$ cat src/rtl/pixel_pkg.sv
// Shared definitions for the pixel writer: FSM states, the RGB444 word width
// and the RGB888 -> RGB444 packing helper.
package pixel_pkg;

  localparam int unsigned RGB444_W = 12;

  typedef enum logic [1:0] {
    IDLE   = 2'd0,
    CHECK  = 2'd1,
    ACTIVE = 2'd2,
    DRAIN  = 2'd3
  } state_e;

  // Keeps the top nibble of each component: {r[7:4], g[7:4], b[7:4]}.
  function automatic logic [RGB444_W-1:0] pack_rgb444(
    input logic [7:0] r,
    input logic [7:0] g,
    input logic [7:0] b
  );
    return {r[7:4], g[7:4], b[7:4]};
  endfunction

endpackage

$ cat src/rtl/pixel_writer_if.sv
// Header, pixel-stream and frame-buffer write signals of the pixel writer.
// The slave modport is the writer itself; the master modport is its environment.
interface pixel_writer_if #(
  parameter int unsigned ADDR_W = 17
);
  import pixel_pkg::*;

  logic                hdr_valid;
  logic [15:0]         height;
  logic [15:0]         width;
  logic                pix_valid;
  logic [7:0]          pix_r;
  logic [7:0]          pix_g;
  logic [7:0]          pix_b;
  logic                pix_ready;
  logic                wr_en;
  logic [ADDR_W-1:0]   wr_addr;
  logic [RGB444_W-1:0] wr_data;
  logic                wr_ready;
  logic                frame_done;
  logic                busy;
  logic                hdr_err;

  modport slave (
    input  hdr_valid, height, width,
    input  pix_valid, pix_r, pix_g, pix_b,
    input  wr_ready,
    output pix_ready, wr_en, wr_addr, wr_data,
    output frame_done, busy, hdr_err
  );

  modport master (
    output hdr_valid, height, width,
    output pix_valid, pix_r, pix_g, pix_b,
    output wr_ready,
    input  pix_ready, wr_en, wr_addr, wr_data,
    input  frame_done, busy, hdr_err
  );

endinterface

$ cat src/rtl/pixel_writer_wr_out_reg.sv
// Single-entry valid/ready pipeline register holding one pending frame-buffer write.
// It may be refilled in the same cycle its content is taken, so a steady stream never bubbles.
module wr_out_reg
  import pixel_pkg::*;
#(
  parameter int unsigned ADDR_W = 17,
  parameter int unsigned DATA_W = RGB444_W
) (
  input  logic              clk,
  input  logic              reset,
  input  logic              in_valid_i,
  output logic              in_ready_o,
  input  logic [ADDR_W-1:0] in_addr_i,
  input  logic [DATA_W-1:0] in_data_i,
  output logic              out_valid_o,
  input  logic              out_ready_i,
  output logic [ADDR_W-1:0] out_addr_o,
  output logic [DATA_W-1:0] out_data_o
);

  logic              valid_q, valid_d;
  logic [ADDR_W-1:0] addr_q, addr_d;
  logic [DATA_W-1:0] data_q, data_d;
  logic              load;

  assign in_ready_o = !valid_q || out_ready_i;
  assign load       = in_valid_i && in_ready_o;

  // Address and data change only on a load, so a stalled write holds steady.
  always_comb begin
    valid_d = valid_q;
    addr_d  = addr_q;
    data_d  = data_q;
    if (load) begin
      valid_d = 1'b1;
      addr_d  = in_addr_i;
      data_d  = in_data_i;
    end else if (out_ready_i) begin
      valid_d = 1'b0;
    end
  end

  always_ff @(posedge clk or negedge reset) begin
    if (!reset) begin
      valid_q <= 1'b0;
      addr_q  <= '0;
      data_q  <= '0;
    end else begin
      valid_q <= valid_d;
      addr_q  <= addr_d;
      data_q  <= data_d;
    end
  end

  assign out_valid_o = valid_q;
  assign out_addr_o  = addr_q;
  assign out_data_o  = data_q;

endmodule

$ cat src/rtl/pixel_writer.sv
// Writes a raster frame of RGB888 pixels into a linear RGB444 frame buffer,
// after validating the header dimensions against the available address space.
module pixel_writer
  import pixel_pkg::*;
#(
  parameter int unsigned       ADDR_W    = 17,
  parameter logic [ADDR_W-1:0] BASE_ADDR = '0
) (
  input  logic          clk,
  input  logic          reset,
  pixel_writer_if.slave bus
);

  // Number of words between BASE_ADDR and the top of the address space.
  localparam logic [63:0] ADDR_SPACE = (64'd1 << ADDR_W) - 64'(BASE_ADDR);

  state_e              state_q, state_d;
  logic [15:0]         height_q, height_d;
  logic [15:0]         width_q, width_d;
  logic [15:0]         x_q, x_d;
  logic [15:0]         y_q, y_d;
  logic [ADDR_W-1:0]   addr_q, addr_d;
  logic [31:0]         area;
  logic                hdr_bad;
  logic                last_x;
  logic                last_pix;
  logic                in_valid;
  logic                in_ready;
  logic                pix_accept;
  logic                out_valid;
  logic [RGB444_W-1:0] pix_rgb;

  assign area       = 32'(height_q) * 32'(width_q);
  assign hdr_bad    = (height_q == 16'd0) || (width_q == 16'd0) || (64'(area) > ADDR_SPACE);
  assign last_x     = (x_q == width_q - 16'd1);
  assign last_pix   = last_x && (y_q == height_q - 16'd1);
  assign in_valid   = (state_q == ACTIVE) && bus.pix_valid;
  assign pix_accept = in_valid && in_ready;
  assign pix_rgb    = pack_rgb444(bus.pix_r, bus.pix_g, bus.pix_b);

  always_ff @(posedge clk or negedge reset) begin
    if (!reset) begin
      state_q <= IDLE;
    end else begin
      state_q <= state_d;
    end
  end

  always_comb begin
    state_d = state_q;
    case (state_q)
      IDLE:    if (bus.hdr_valid) state_d = CHECK;
      CHECK:   state_d = hdr_bad ? IDLE : ACTIVE;
      ACTIVE:  if (pix_accept && last_pix) state_d = DRAIN;
      DRAIN:   if (!out_valid || bus.wr_ready) state_d = IDLE;
      default: state_d = IDLE;
    endcase
  end

  // frame_done fires in the cycle the last pending write leaves the register.
  always_comb begin
    bus.pix_ready  = 1'b0;
    bus.frame_done = 1'b0;
    bus.hdr_err    = 1'b0;
    bus.busy       = (state_q != IDLE);
    case (state_q)
      CHECK:   bus.hdr_err    = hdr_bad;
      ACTIVE:  bus.pix_ready  = in_ready;
      DRAIN:   bus.frame_done = !out_valid || bus.wr_ready;
      default: ;
    endcase
  end

  always_comb begin
    height_d = height_q;
    width_d  = width_q;
    x_d      = x_q;
    y_d      = y_q;
    addr_d   = addr_q;
    case (state_q)
      IDLE: begin
        if (bus.hdr_valid) begin
          height_d = bus.height;
          width_d  = bus.width;
        end
      end
      CHECK: begin
        x_d    = '0;
        y_d    = '0;
        addr_d = BASE_ADDR;
      end
      ACTIVE: begin
        if (pix_accept) begin
          addr_d = addr_q + ADDR_W'(1);
          if (last_x) begin
            x_d = '0;
            y_d = y_q + 16'd1;
          end else begin
            x_d = x_q + 16'd1;
          end
        end
      end
      default: ;
    endcase
  end

  always_ff @(posedge clk or negedge reset) begin
    if (!reset) begin
      height_q <= '0;
      width_q  <= '0;
      x_q      <= '0;
      y_q      <= '0;
      addr_q   <= '0;
    end else begin
      height_q <= height_d;
      width_q  <= width_d;
      x_q      <= x_d;
      y_q      <= y_d;
      addr_q   <= addr_d;
    end
  end

  wr_out_reg #(
    .ADDR_W (ADDR_W),
    .DATA_W (RGB444_W)
  ) u_wr_out_reg (
    .clk         (clk),
    .reset       (reset),
    .in_valid_i  (in_valid),
    .in_ready_o  (in_ready),
    .in_addr_i   (addr_q),
    .in_data_i   (pix_rgb),
    .out_valid_o (out_valid),
    .out_ready_i (bus.wr_ready),
    .out_addr_o  (bus.wr_addr),
    .out_data_o  (bus.wr_data)
  );

  assign bus.wr_en = out_valid;

endmodule

$ cat src/flat_wrapper.sv
// flat-port wrapper written by rule: the top's interface ports become plain ports
module pixel_writer_flat import pixel_pkg::*;
#(
  parameter int unsigned       ADDR_W    = 17,
  parameter logic [ADDR_W-1:0] BASE_ADDR = '0
)
  (clk, reset, bus_hdr_valid, bus_height, bus_width, bus_pix_valid, bus_pix_r, bus_pix_g, bus_pix_b, bus_wr_ready, bus_pix_ready, bus_wr_en, bus_wr_addr, bus_wr_data, bus_frame_done, bus_busy, bus_hdr_err);
  pixel_writer_if #(.ADDR_W(ADDR_W)) bus_i ();
  input  logic clk;
  input  logic reset;
  input wire logic [$bits(bus_i.hdr_valid)-1:0] bus_hdr_valid;
  input wire logic [$bits(bus_i.height)-1:0] bus_height;
  input wire logic [$bits(bus_i.width)-1:0] bus_width;
  input wire logic [$bits(bus_i.pix_valid)-1:0] bus_pix_valid;
  input wire logic [$bits(bus_i.pix_r)-1:0] bus_pix_r;
  input wire logic [$bits(bus_i.pix_g)-1:0] bus_pix_g;
  input wire logic [$bits(bus_i.pix_b)-1:0] bus_pix_b;
  input wire logic [$bits(bus_i.wr_ready)-1:0] bus_wr_ready;
  output wire logic [$bits(bus_i.pix_ready)-1:0] bus_pix_ready;
  output wire logic [$bits(bus_i.wr_en)-1:0] bus_wr_en;
  output wire logic [$bits(bus_i.wr_addr)-1:0] bus_wr_addr;
  output wire logic [$bits(bus_i.wr_data)-1:0] bus_wr_data;
  output wire logic [$bits(bus_i.frame_done)-1:0] bus_frame_done;
  output wire logic [$bits(bus_i.busy)-1:0] bus_busy;
  output wire logic [$bits(bus_i.hdr_err)-1:0] bus_hdr_err;
  assign bus_i.hdr_valid = bus_hdr_valid;
  assign bus_i.height = bus_height;
  assign bus_i.width = bus_width;
  assign bus_i.pix_valid = bus_pix_valid;
  assign bus_i.pix_r = bus_pix_r;
  assign bus_i.pix_g = bus_pix_g;
  assign bus_i.pix_b = bus_pix_b;
  assign bus_i.wr_ready = bus_wr_ready;
  assign bus_pix_ready = bus_i.pix_ready;
  assign bus_wr_en = bus_i.wr_en;
  assign bus_wr_addr = bus_i.wr_addr;
  assign bus_wr_data = bus_i.wr_data;
  assign bus_frame_done = bus_i.frame_done;
  assign bus_busy = bus_i.busy;
  assign bus_hdr_err = bus_i.hdr_err;
  pixel_writer #(.ADDR_W(ADDR_W), .BASE_ADDR(BASE_ADDR)) u_core (.clk(clk), .reset(reset), .bus(bus_i));
endmodule
$ cat config.mk
export PLATFORM = sky130hd
export DESIGN_NAME = pixel_writer_flat
export DESIGN_NICKNAME = d
export VERILOG_FILES = /design/src/rtl/pixel_pkg.sv /design/src/rtl/pixel_writer_if.sv /design/src/rtl/pixel_writer_wr_out_reg.sv /design/src/rtl/pixel_writer.sv /design/src/flat_wrapper.sv
export SDC_FILE = /design/constraint.sdc
export NUM_CORES = 1
export LEC_CHECK = 0
export ABC_AREA = 1
export CORE_ASPECT_RATIO = 1.1
export CORE_MARGIN = 10
export CORE_UTILIZATION = 55
export CTS_BUF_LIST = sky130_fd_sc_hd__clkbuf_2 sky130_fd_sc_hd__clkbuf_4 sky130_fd_sc_hd__clkbuf_8
export CTS_CLUSTER_DIAMETER = 80
export CTS_CLUSTER_SIZE = 30
export DETAILED_ROUTE_END_ITERATION = 12
export DONT_BUFFER_PORTS = 1
export MAX_ROUTING_LAYER = met4
export PLACE_DENSITY = 0.74
export SLEW_MARGIN = 20
export SYNTH_ARGS = -nofsm -noshare
export SYNTH_HDL_FRONTEND = slang
export SYNTH_SLANG_ARGS = --single-unit
$ cat constraint.sdc
create_clock -name clk -period 7.95 [get_ports clk]
set_input_delay 1.59 -clock clk [delete_from_list [all_inputs] [get_ports clk]]
set_output_delay 1.59 -clock clk [all_outputs]
set_load 0.05 [all_outputs]
==> flow_summary.ini <==
[clock_tree]
tritoncts_sink_count = 113
numCtsBuffers = 17
buffer_type_at_the_clock_tree_root = sky130_fd_sc_hd__clkbuf_8
cts.htree.levels = 4
clk_pin_slew_worst_paths_ns = 0.09
holdBufCountCts = 0
insertion_delay_ns = 0.47
clk_path_buf_depth = 2
cts_tree = done

[drt]
wirelength_mm = 41.9
drt-initial-drc-count = 835
route.detailed.vias_per_inst = 5.23
route.detailed.wl_per_inst_um = 16.0
drtPass1Iterations = 5
via_count = 13600
drt_drc_violations_left = 0
antenna_left = 0

[global_route]
grt_remaining_overflow = 0
first_pass_grt_wire_length_mm = 70.0
global_route.usage.total_pct = 24.5
initial_antenna_violation_count = 2
grt_start_max_net_pins = 114
via_count_of_the_first_global_routing_pass = 14500

[placement]
dp_hpwl_mm = 33.2
port_buffers = 0
finalWeightedCongestion = 0.962

[logic_synthesis]
avgSynthCellArea_um2 = 7.25
post-synth-top-count-cell = sky130_fd_sc_hd__nand2_1
synth-edff-count = 0
netlist_instances = 2194
ys_ff_latch = 113
synth_sequential_area_ratio_pct = 17.8
synth_warnings = 0
synthDistinctLibCells = 47
synthDominantAreaCellType = sky130_fd_sc_hd__fa_1
mappedNetlistArea_um2 = 15900
ys_async_sr_fraction_pct = 100
yosys.area.top_type_share_pct = 24.4
synth_top_cells_by_area = sky130_fd_sc_hd__fa_1 24%, sky130_fd_sc_hd__dfrtp_1 18%, sky130_fd_sc_hd__nand2_1 16%
postSynthNetCount = 2563
synth_commonest_cells = 659 x sky130_fd_sc_hd__nand2_1, 495 x sky130_fd_sc_hd__inv_1, 194 x sky130_fd_sc_hd__fa_1, 160 x sky130_fd_sc_hd__nor2_1, 114 x sky130_fd_sc_hd__ha_1
synth_flop_cell = sky130_fd_sc_hd__dfrtp_1

[timing]
fin_worst_skew_ns = 0.0177
finalCriticalPeriod_ns = 7.95
hold_violations = 0
worst_hold_slack_ns = 0.489
post-route-worst-setup-slack_ns = -0.00401
setup_violations = 1
max_freq_mhz = 126
timing.final.max_slew_violations = 0
timing.max_slew.rel_slack_pct = 29.3
transition_time_at_the_pin_with_the_least_slew_margin_ns = 1.06
rsz0062_at_grt = yes
period_share_pct = 100
final.setup.tns_ns = -0.00401

[critical_path]
start_kind = flip-flop
worstPathMaxFanout = 9
worst_r2r_startpoint = u_core.width_q[9]
timing_worst_setup_path_type = flip-flop to output port
ff2ff_path_depth = 30
worstSetupEndpointType = output port
rrSetupSlack_ns = 1.81
crit_end = bus_hdr_err
crit_arrival_ns = 6.36
startpoint = u_core.width_q[9]
critical_path_required_ns = 6.36

[run]
max_cap_violations = 0

[status]
outcome = finished, violations left
violations = negative setup slack

[floorplan]
die_height_um = 198
initial_core_util_pct = 55.6
width_of_the_die_um = 182
total_die_area_um2 = 36100
num_io_pins = 95
fp.coreArea_um2 = 28600
fp-row-count = 65

[cells_and_area]
post_route_cells_drive_above_1_share_pct = 12.2
design.final.nets = 2594
register_area_um2 = 2860
multi_input_comb_area_um2 = 11200
fillerInstances = 2616
area_overhead_of_the_layout_relative_to_synthesis_pct = 10.9

[worst_hold_path]
hp-class = flip-flop to flip-flop
[worst min-delay path by stage]
stage                                    endpoint               from  cells past startpoint  slack, ns
6_report       u_core.u_wr_out_reg.out_addr_o[16]  u_core.addr_q[16]                      2       0.49
3_3_place_gp   u_core.u_wr_out_reg.out_addr_o[16]  u_core.addr_q[16]                      2       0.48
2_1_floorplan  u_core.u_wr_out_reg.out_addr_o[16]  u_core.addr_q[16]                      2       0.46
3_5_place_dp   u_core.u_wr_out_reg.out_addr_o[16]  u_core.addr_q[16]                      2       0.48
5_1_grt        u_core.u_wr_out_reg.out_addr_o[16]  u_core.addr_q[16]                      2       0.54
4_1_cts        u_core.u_wr_out_reg.out_addr_o[16]  u_core.addr_q[16]                      2       0.50
[cells in the final DEF (no fill, tap or decap), types with 4 or more instances in the layout]
master | synthesis | final
sky130_fd_sc_hd__nand2_4 | 1 | 6
sky130_fd_sc_hd__xor2_1 | 41 | 41
sky130_fd_sc_hd__nand2_1 | 659 | 637
sky130_fd_sc_hd__a21oi_2 | 0 | 13
sky130_fd_sc_hd__inv_6 | 1 | 5
sky130_fd_sc_hd__nand3_1 | 75 | 72
sky130_fd_sc_hd__a21oi_1 | 66 | 52
sky130_fd_sc_hd__inv_2 | 4 | 12
sky130_fd_sc_hd__dfrtp_1 | 113 | 93
sky130_fd_sc_hd__mux2_2 | 11 | 11
sky130_fd_sc_hd__xnor2_1 | 13 | 13
sky130_fd_sc_hd__nor2_8 | 4 | 4
sky130_fd_sc_hd__nand3b_1 | 13 | 13
sky130_fd_sc_hd__ha_1 | 114 | 100
sky130_fd_sc_hd__buf_12 | 0 | 7
sky130_fd_sc_hd__buf_6 | 10 | 5
sky130_fd_sc_hd__nor3_1 | 28 | 23
sky130_fd_sc_hd__fa_2 | 0 | 6
sky130_fd_sc_hd__inv_1 | 495 | 487
sky130_fd_sc_hd__nand4_1 | 20 | 20
sky130_fd_sc_hd__dfrtp_2 | 0 | 19
sky130_fd_sc_hd__nand2_2 | 3 | 20
sky130_fd_sc_hd__nor3_2 | 2 | 7
sky130_fd_sc_hd__nor4_1 | 6 | 5
sky130_fd_sc_hd__o22ai_1 | 4 | 4
sky130_fd_sc_hd__fa_1 | 194 | 188
sky130_fd_sc_hd__clkbuf_8 | 0 | 17
sky130_fd_sc_hd__nand3_2 | 2 | 5
sky130_fd_sc_hd__nor2_1 | 160 | 150
sky130_fd_sc_hd__o21ai_0 | 42 | 40
sky130_fd_sc_hd__nor2_2 | 3 | 13
sky130_fd_sc_hd__o21ai_1 | 6 | 8
sky130_fd_sc_hd__o21bai_1 | 7 | 7
sky130_fd_sc_hd__ha_4 | 0 | 12
sky130_fd_sc_hd__buf_4 | 2 | 83
[through the flow]
stage	instances	worst slack (ns)	instance area, um^2	util, %
floorplan	2194	0.126	15900	-
global placement	2544	0.0709	16500	57.6
detailed placement	2544	0.0416	16500	57.6
CTS	2597	0.000391	17500	61.0
global route	2608	-0.273	17600	61.6
finish	2608	-0.00401	17600	61.6
[repair_timing]
item                       4_1_cts  5_1_grt
resized for setup              101       24
pin swaps                       56       19
buffers inserted                21        9
setup endpoints to repair        1        1
[worst max-delay path: stages, from the launching register on]
cell	delay [ns]
sky130_fd_sc_hd__dfrtp_1	0.50
sky130_fd_sc_hd__buf_4	0.24
sky130_fd_sc_hd__nand2_1	0.08
sky130_fd_sc_hd__fa_1	0.48
sky130_fd_sc_hd__inv_1	0.06
sky130_fd_sc_hd__fa_1	0.48
sky130_fd_sc_hd__fa_1	0.52
sky130_fd_sc_hd__fa_1	0.52
sky130_fd_sc_hd__fa_1	0.54
sky130_fd_sc_hd__inv_1	0.05
sky130_fd_sc_hd__fa_1	0.51
sky130_fd_sc_hd__inv_1	0.07
sky130_fd_sc_hd__ha_4	0.29
sky130_fd_sc_hd__nand2_1	0.05
sky130_fd_sc_hd__inv_1	0.09
sky130_fd_sc_hd__nand2_1	0.12
sky130_fd_sc_hd__nor3_2	0.17
sky130_fd_sc_hd__nand3_1	0.13
sky130_fd_sc_hd__nand4_1	0.10
sky130_fd_sc_hd__nand2_1	0.06
sky130_fd_sc_hd__inv_1	0.07
sky130_fd_sc_hd__nand3_1	0.09
sky130_fd_sc_hd__nor2_1	0.10
sky130_fd_sc_hd__nand2_1	0.07
sky130_fd_sc_hd__nor2_2	0.15
sky130_fd_sc_hd__buf_6	0.14
sky130_fd_sc_hd__nor2_2	0.05
sky130_fd_sc_hd__buf_6	0.15
[per-layer routing]
metal | routed length, um | vias to the layer above | GRT usage [%]
met1 | 16200 | 6511 | 27.4
met5 | 0 | - | -
met4 | 1670 | 0 | 11.1
li1 | - | 6561 | -
met3 | 2640 | 105 | 3.96
met2 | 21300 | 453 | 42.3
[state kept, by name, summed over array words and instances (netlist names), named ones only]
| register | count |
|---|---|
| u_core.u_wr_out_reg.out_valid_o | 1 |
| u_core.u_wr_out_reg.out_data_o | 12 |
| u_core.state_q | 1 |
| u_core.width_q | 16 |
| u_core.y_q | 16 |
| u_core.height_q | 16 |
| u_core.addr_q | 17 |
| u_core.x_q | 16 |
| u_core.u_wr_out_reg.out_addr_o | 17 |
[cell families after synthesis]
| kind of cell | after synthesis | synth area share (%) |
|---|---|---|
| compound gates | 131 | 4.50 |
| xor+xnor | 54 | 2.97 |
| fa+ha+maj | 308 | 33.4 |
| buf+inv | 587 | 14.5 |
| flops | 113 | 17.8 |
| mux | 11 | 0.779 |
| simple gates | 990 | 26.1 |
[layout make-up]
class                      count  share of cell area, %
tap                          368                   2.61
clock buffer                  17                   1.33
inverter                     503                   10.8
antenna                        2                 0.0284
sequential                   113                   16.2
timing repair buffer          96                   4.73
clock inverter                15                   1.12
multi-input combinational   1494                   63.2
Power is left out: the tool's default activity adds up to more than one toggle a clock period on the data nets, which glitch-free logic cannot reach.
